File: src/rtl/cpu_pipe_pkg.sv
// Shared types and widths for the CPU pipeline stage registers.
package cpu_pipe_pkg;

    // Occupancy state of a pipeline stage register
    typedef enum logic [1:0] {
        EMPTY = 2'b00,
        ONE   = 2'b01,
        FULL  = 2'b10
    } pipe_state_t;

    // Payload widths for each stage boundary
    localparam int unsigned IFID_W  = 64;   // instruction, pc
    localparam int unsigned IDEX_W  = 185;  // 5x32 + 5x5
    localparam int unsigned EXMEM_W = 69;   // aluResult, writeData, writeReg
    localparam int unsigned MEMWB_W = 69;   // readData, aluResult, writeReg

    // ID/EX payload as packed by the decode stage
    typedef struct packed {
        logic [31:0] instruction;
        logic [31:0] pc;
        logic [31:0] readData1;
        logic [31:0] readData2;
        logic [31:0] signExt;
        logic [4:0]  readReg2;
        logic [4:0]  writeReg;
        logic [4:0]  Rs;
        logic [4:0]  Rt;
        logic [4:0]  Rd;
    } id_ex_t;

    // Number of held entries for a given state
    function automatic logic [1:0] occ_of(input pipe_state_t st);
        case (st)
            ONE:     return 2'd1;
            FULL:    return 2'd2;
            default: return 2'd0;
        endcase
    endfunction

endpackage

File: src/rtl/pipe_sat_counter.sv
// Saturating event counter with synchronous clear; clear beats increment.
module pipe_sat_counter
    import cpu_pipe_pkg::*;
#(
    parameter int unsigned COUNT_W = 16
) (
    input  logic               clk,
    input  logic               reset,
    input  logic               inc,
    input  logic               clr,
    output logic [COUNT_W-1:0] cnt
);

    // Count up on inc, stick at all-ones, clear on clr
    always_ff @(posedge clk or negedge reset) begin
        if (!reset) begin
            cnt <= '0;
        end else if (clr) begin
            cnt <= '0;
        end else if (inc && (cnt != '1)) begin
            cnt <= cnt + COUNT_W'(1);
        end
    end

endmodule

File: src/rtl/pipe_stage_skid.sv
// Pipeline stage register with valid/ready handshake, optional 2-entry skid,
// stall/flush controls and a bubble counter for performance monitoring.
module pipe_stage_skid
    import cpu_pipe_pkg::*;
#(
    parameter int unsigned DATA_W        = 185,
    parameter bit          SKID_EN       = 1'b1,
    parameter bit          ZERO_ON_FLUSH = 1'b1,
    parameter int unsigned COUNT_W       = 16
) (
    input  logic               clk,
    input  logic               reset,
    input  logic               stall,
    input  logic               flush,
    input  logic               in_valid,
    output logic               in_ready,
    input  logic [DATA_W-1:0]  in_data,
    output logic               out_valid,
    input  logic               out_ready,
    output logic [DATA_W-1:0]  out_data,
    output logic [1:0]         occupancy,
    output logic [COUNT_W-1:0] bubble_cnt,
    input  logic               clr_cnt
);

    pipe_state_t       state, state_nxt;
    logic [DATA_W-1:0] main_q, main_nxt;
    logic [DATA_W-1:0] skid_q, skid_nxt;
    logic              in_fire, out_fire;

    assign out_valid = (state != EMPTY);
    assign out_data  = main_q;
    assign occupancy = occ_of(state);
    assign in_fire   = in_valid & in_ready;
    assign out_fire  = out_valid & out_ready & ~stall & ~flush;

    // Upstream ready: registered-only path with skid, pass-through without
    always_comb begin
        in_ready = 1'b0;
        if (SKID_EN) begin
            in_ready = (state != FULL) & ~stall & ~flush & reset;
        end else begin
            in_ready = (~out_valid | out_ready) & ~stall & ~flush & reset;
        end
    end

    // State register
    always_ff @(posedge clk or negedge reset) begin
        if (!reset) begin
            state <= EMPTY;
        end else begin
            state <= state_nxt;
        end
    end

    // Next state and entry data; stall needs no branch since it masks both fires
    always_comb begin
        state_nxt = state;
        main_nxt  = main_q;
        skid_nxt  = skid_q;
        if (flush) begin
            state_nxt = EMPTY;
            if (ZERO_ON_FLUSH) begin
                main_nxt = '0;
                skid_nxt = '0;
            end
        end else begin
            case (state)
                EMPTY: begin
                    if (in_fire) begin
                        state_nxt = ONE;
                        main_nxt  = in_data;
                    end
                end
                ONE: begin
                    if (in_fire && out_fire) begin
                        main_nxt = in_data;
                    end else if (in_fire) begin
                        state_nxt = FULL;
                        skid_nxt  = in_data;
                    end else if (out_fire) begin
                        state_nxt = EMPTY;
                    end
                end
                FULL: begin
                    if (out_fire) begin
                        state_nxt = ONE;
                        main_nxt  = skid_q;
                    end
                end
                default: begin
                    state_nxt = EMPTY;
                end
            endcase
        end
    end

    if (ZERO_ON_FLUSH) begin : g_data_rst
        // Entry data registers, cleared by reset
        always_ff @(posedge clk or negedge reset) begin
            if (!reset) begin
                main_q <= '0;
                skid_q <= '0;
            end else begin
                main_q <= main_nxt;
                skid_q <= skid_nxt;
            end
        end
    end else begin : g_data_norst
        // Entry data registers; only the valid state is reset
        always_ff @(posedge clk) begin
            main_q <= main_nxt;
            skid_q <= skid_nxt;
        end
    end

    pipe_sat_counter #(
        .COUNT_W (COUNT_W)
    ) u_bubble_cnt (
        .clk   (clk),
        .reset (reset),
        .inc   (~out_valid),
        .clr   (clr_cnt),
        .cnt   (bubble_cnt)
    );

endmodule

File: config.mk
export PLATFORM = sky130hd
export DESIGN_NAME = pipe_stage_skid
export DESIGN_NICKNAME = d
export VERILOG_FILES = /design/src/rtl/cpu_pipe_pkg.sv /design/src/rtl/pipe_sat_counter.sv /design/src/rtl/pipe_stage_skid.sv
export SDC_FILE = /design/constraint.sdc
export NUM_CORES = 1
export LEC_CHECK = 0
export CORE_AREA = 2 2 182 184
export CTS_BUF_LIST = sky130_fd_sc_hd__clkbuf_16
export CTS_CLUSTER_DIAMETER = 150
export DETAILED_ROUTE_END_ITERATION = 10
export DIE_AREA = 0 0 184 186
export PLACE_DENSITY = 0.95
export SETUP_SLACK_MARGIN = 0.15
export SLEW_MARGIN = 5
export SYNTH_ARGS = -nofsm -noshare
export SYNTH_HDL_FRONTEND = slang
export SYNTH_SLANG_ARGS = --single-unit
File: constraint.sdc
create_clock -name clk -period 4 [get_ports clk]
set_input_delay 0.6 -clock clk [delete_from_list [all_inputs] [get_ports clk]]
set_output_delay 0.6 -clock clk [all_outputs]
set_load 0.05 [all_outputs]
==> out/qor.txt <==
status - completed
Layout Nets - 2,241
crit path from - state[0]
Yosys reg bits - 388
area share of the largest cell type after synthesis - 55.2%
Net Count, Synth - 1,955
slew margin rel. - 29.9%
drt total wl - 52.1 mm
Post-synth EDFFs - 0
setup TNS - 0 ns
initial antenna violation count - 4
CTS Sinks - 388
first-pass GRT wire length - 82.6 mm
Max Slew Vio Count - 0
DR DRC count - 0
Placed Area - 0.0216 sq mm
RSZ-0062 raised after global routing - false
largest family of logic cells by synthesized area - simple AND/OR/NAND/NOR gates
Die Footprint - 0.0342 sq mm
setup bufs post-CTS - 0
IO Pins - 397
hold_ws - 0.00681 ns
fmax - 0.314 GHz
critical path's largest stage delay - 0.92 ns
Levels on crit path - 2
GRT Residual Overflow - 0
Inst Count DP - 2,413
largest net degree at the start of global routing - 186
fraction of layout cells with a size suffix above 1 - 4.19%
Finished Cell Area - 0.0229 sq mm
Area growth syn-to-layout - 30.3%
pwr dens - 383 mW/mm^2
# hold bufs at CTS - 0
final period utilization - 79.5%
ys async rst share - 100%
post-DR wirelength/cell - 20.9 um
H-tree depth - 2
LEAKAGE - 8.75 nW
CP arrival - 2.58 ns
area leader, netlist - dfrtp_1
critical path's top delay family - buffers and inverters
Initial Util - 54.6%
Ys Warns - 0
1st-iter DRT viols - 1,389
height of the die - 186 um
XOR/XNOR Fraction of Synth Area - 0%
Max Cap Violations - 0
Crit Path Category - flop to primary output
Cell variety after synth - 40
mean post-synth cell area - 9.98 sq um
Post-Synth Adder-Cell Area - 0.0711%
HP Class - input port to asynchronous set/reset pin
CTS max path bufs - 3
crit path time final - 3.18 ns
mux cell area share after synthesis - 10.8%
Seq/Total Area, Yosys - 55.2%
post_cts resized - 0
reg2reg start - state[0]
RD Place Congestion - 0.850
Setup Skew - 0.00849 ns
cell row count - 66
maximum VDD drop - 0.357 mV
Vias per Instance - 6.12
CP endpoint kind - primary output
CP max-delay cell - clkdlybuf4s50_1
critical path, cell by cell - or2_1 -> clkdlybuf4s50_1
area of the mapped netlist - 0.0176 sq mm
CP endpoint - out_valid
Num CTS Buffers - 41
Total GRT Usage - 30.1%
Critical Path Fanout Max - 19
reg2reg setup slack - 1.56 ns
Final ANT Viol Nets - 0
IO buf count - 396
vias - 15,200
vias in the first global route - 15,300
dpl hpwl - 31.7 mm
clk_lat worst skew - 0.53 ns
post-synthesis simple-gate area fraction - 15.2%
buffers and inverters on the worst path - 1
Final Hold Vio Count - 0
path depth of the worst reg2reg path - 4
Synth Flop Type - dfrtp_1
die span in x - 184 um
Worst-Margin Slew - 1.05 ns
final std cells w/o fill - 2,489
clock slew at reported path FFs - 0.06 ns
Worst setup SP type - flop
Setup violations, final - 0
Worst Path Required - 3.40 ns
Clock Root Buffer - clkbuf_16
Core Footprint - 0.0322 sq mm
CTS tree - yes
Syn Inst Count - 1,762
RR Endpoint - u_bubble_cnt.cnt[15]
Synth Area in Compound Gates - 14.3%
drt pass-1 iters - 5
synth top area cells - dfrtp_1, mux2i_1, nand2_1
## synthesized netlist by cell type (all sizes together) (4+ instances only)
cell	instances
a211oi	185
a21oi	200
buf	86
clkbuf	85
dfrtp	388
mux2i	186
nand2	374
nand3	4
nand4	4
nor2	7
nor3	186
o21ai	5
o31ai	8
or3	4
or4	9
## how the worst min path moves through the flow
stage	to	depth (start not counted)
2_1_floorplan	out_data[0]	0
3_3_place_gp	skid_q[125]	2
3_5_place_dp	skid_q[32]	2
4_1_cts	out_data[112]	1
5_1_grt	out_data[112]	1
6_report	out_data[112]	1
## report_power, final
part           switching, W  internal (W)
Clock               0.00155       0.00213
Sequential        0.0000557       0.00400
Combinational      0.000636      0.000408
## sequential cells by signal, summed over array words and instances, names as in the netlist
register / cells
skid_q: 185
out_data: 185
state: 2
u_bubble_cnt.cnt: 16
## per-layer routing
metal	global-route usage, %	wire [um]	up-vias
met5	0	0	-
met2	48.4	25300	733
met4	15.7	2760	0
met3	7.71	4230	194
li1	-	-	6815
met1	37.7	19800	7498
## cell usage in the layout (no fill, tap or decap), types with 2 or more instances in the layout
master / n
clkdlybuf4s50_1: 394
dfrtp_1: 388
nand2_1: 374
a21oi_1: 200
mux2i_1: 186
nor3_1: 186
a211oi_1: 185
clkbuf_16: 43
clkinv_1: 12
buf_12: 12
inv_1: 11
o31ai_1: 8
or4_1: 8
nor2_1: 7
buf_4: 6
o21ai_0: 5
nand3_1: 4
or3_1: 4
diode_2: 3
mux2_2: 3
nand4_1: 3
nor4_1: 3
clkinv_2: 3
bufinv_16: 3
nor2b_1: 2
nand2b_1: 2
clkinv_4: 2
buf_8: 2
## layout make-up
type,count,area [sq um]
repair buffers,414,4260
clock buffers,43,1080
diodes,3,7.51
flip-flops and latches,388,9710
inverters,3,11.3
clock inverters,30,214
well taps,408,510
multi-input cells,1200,7120
fillers,2115,9290
## stage by stage
stage	power (W)	util, %	setup slack, ns
CTS	0.00883	71.1	0.822
detailed placement	0.00516	67.1	0.838
floorplan	0.00464	-	0.522
finish	0.00878	71.1	0.820
global route	0.00905	71.1	0.702
global placement	0.00513	67.1	1.01
## logic make-up after synthesis
kind of cell	count (synthesis)
compound gates	401
buf+inv	174
mux	189
simple gates	609
flops	388
fa+ha+maj	1
Note: power is estimated with default switching activity, not from simulation.
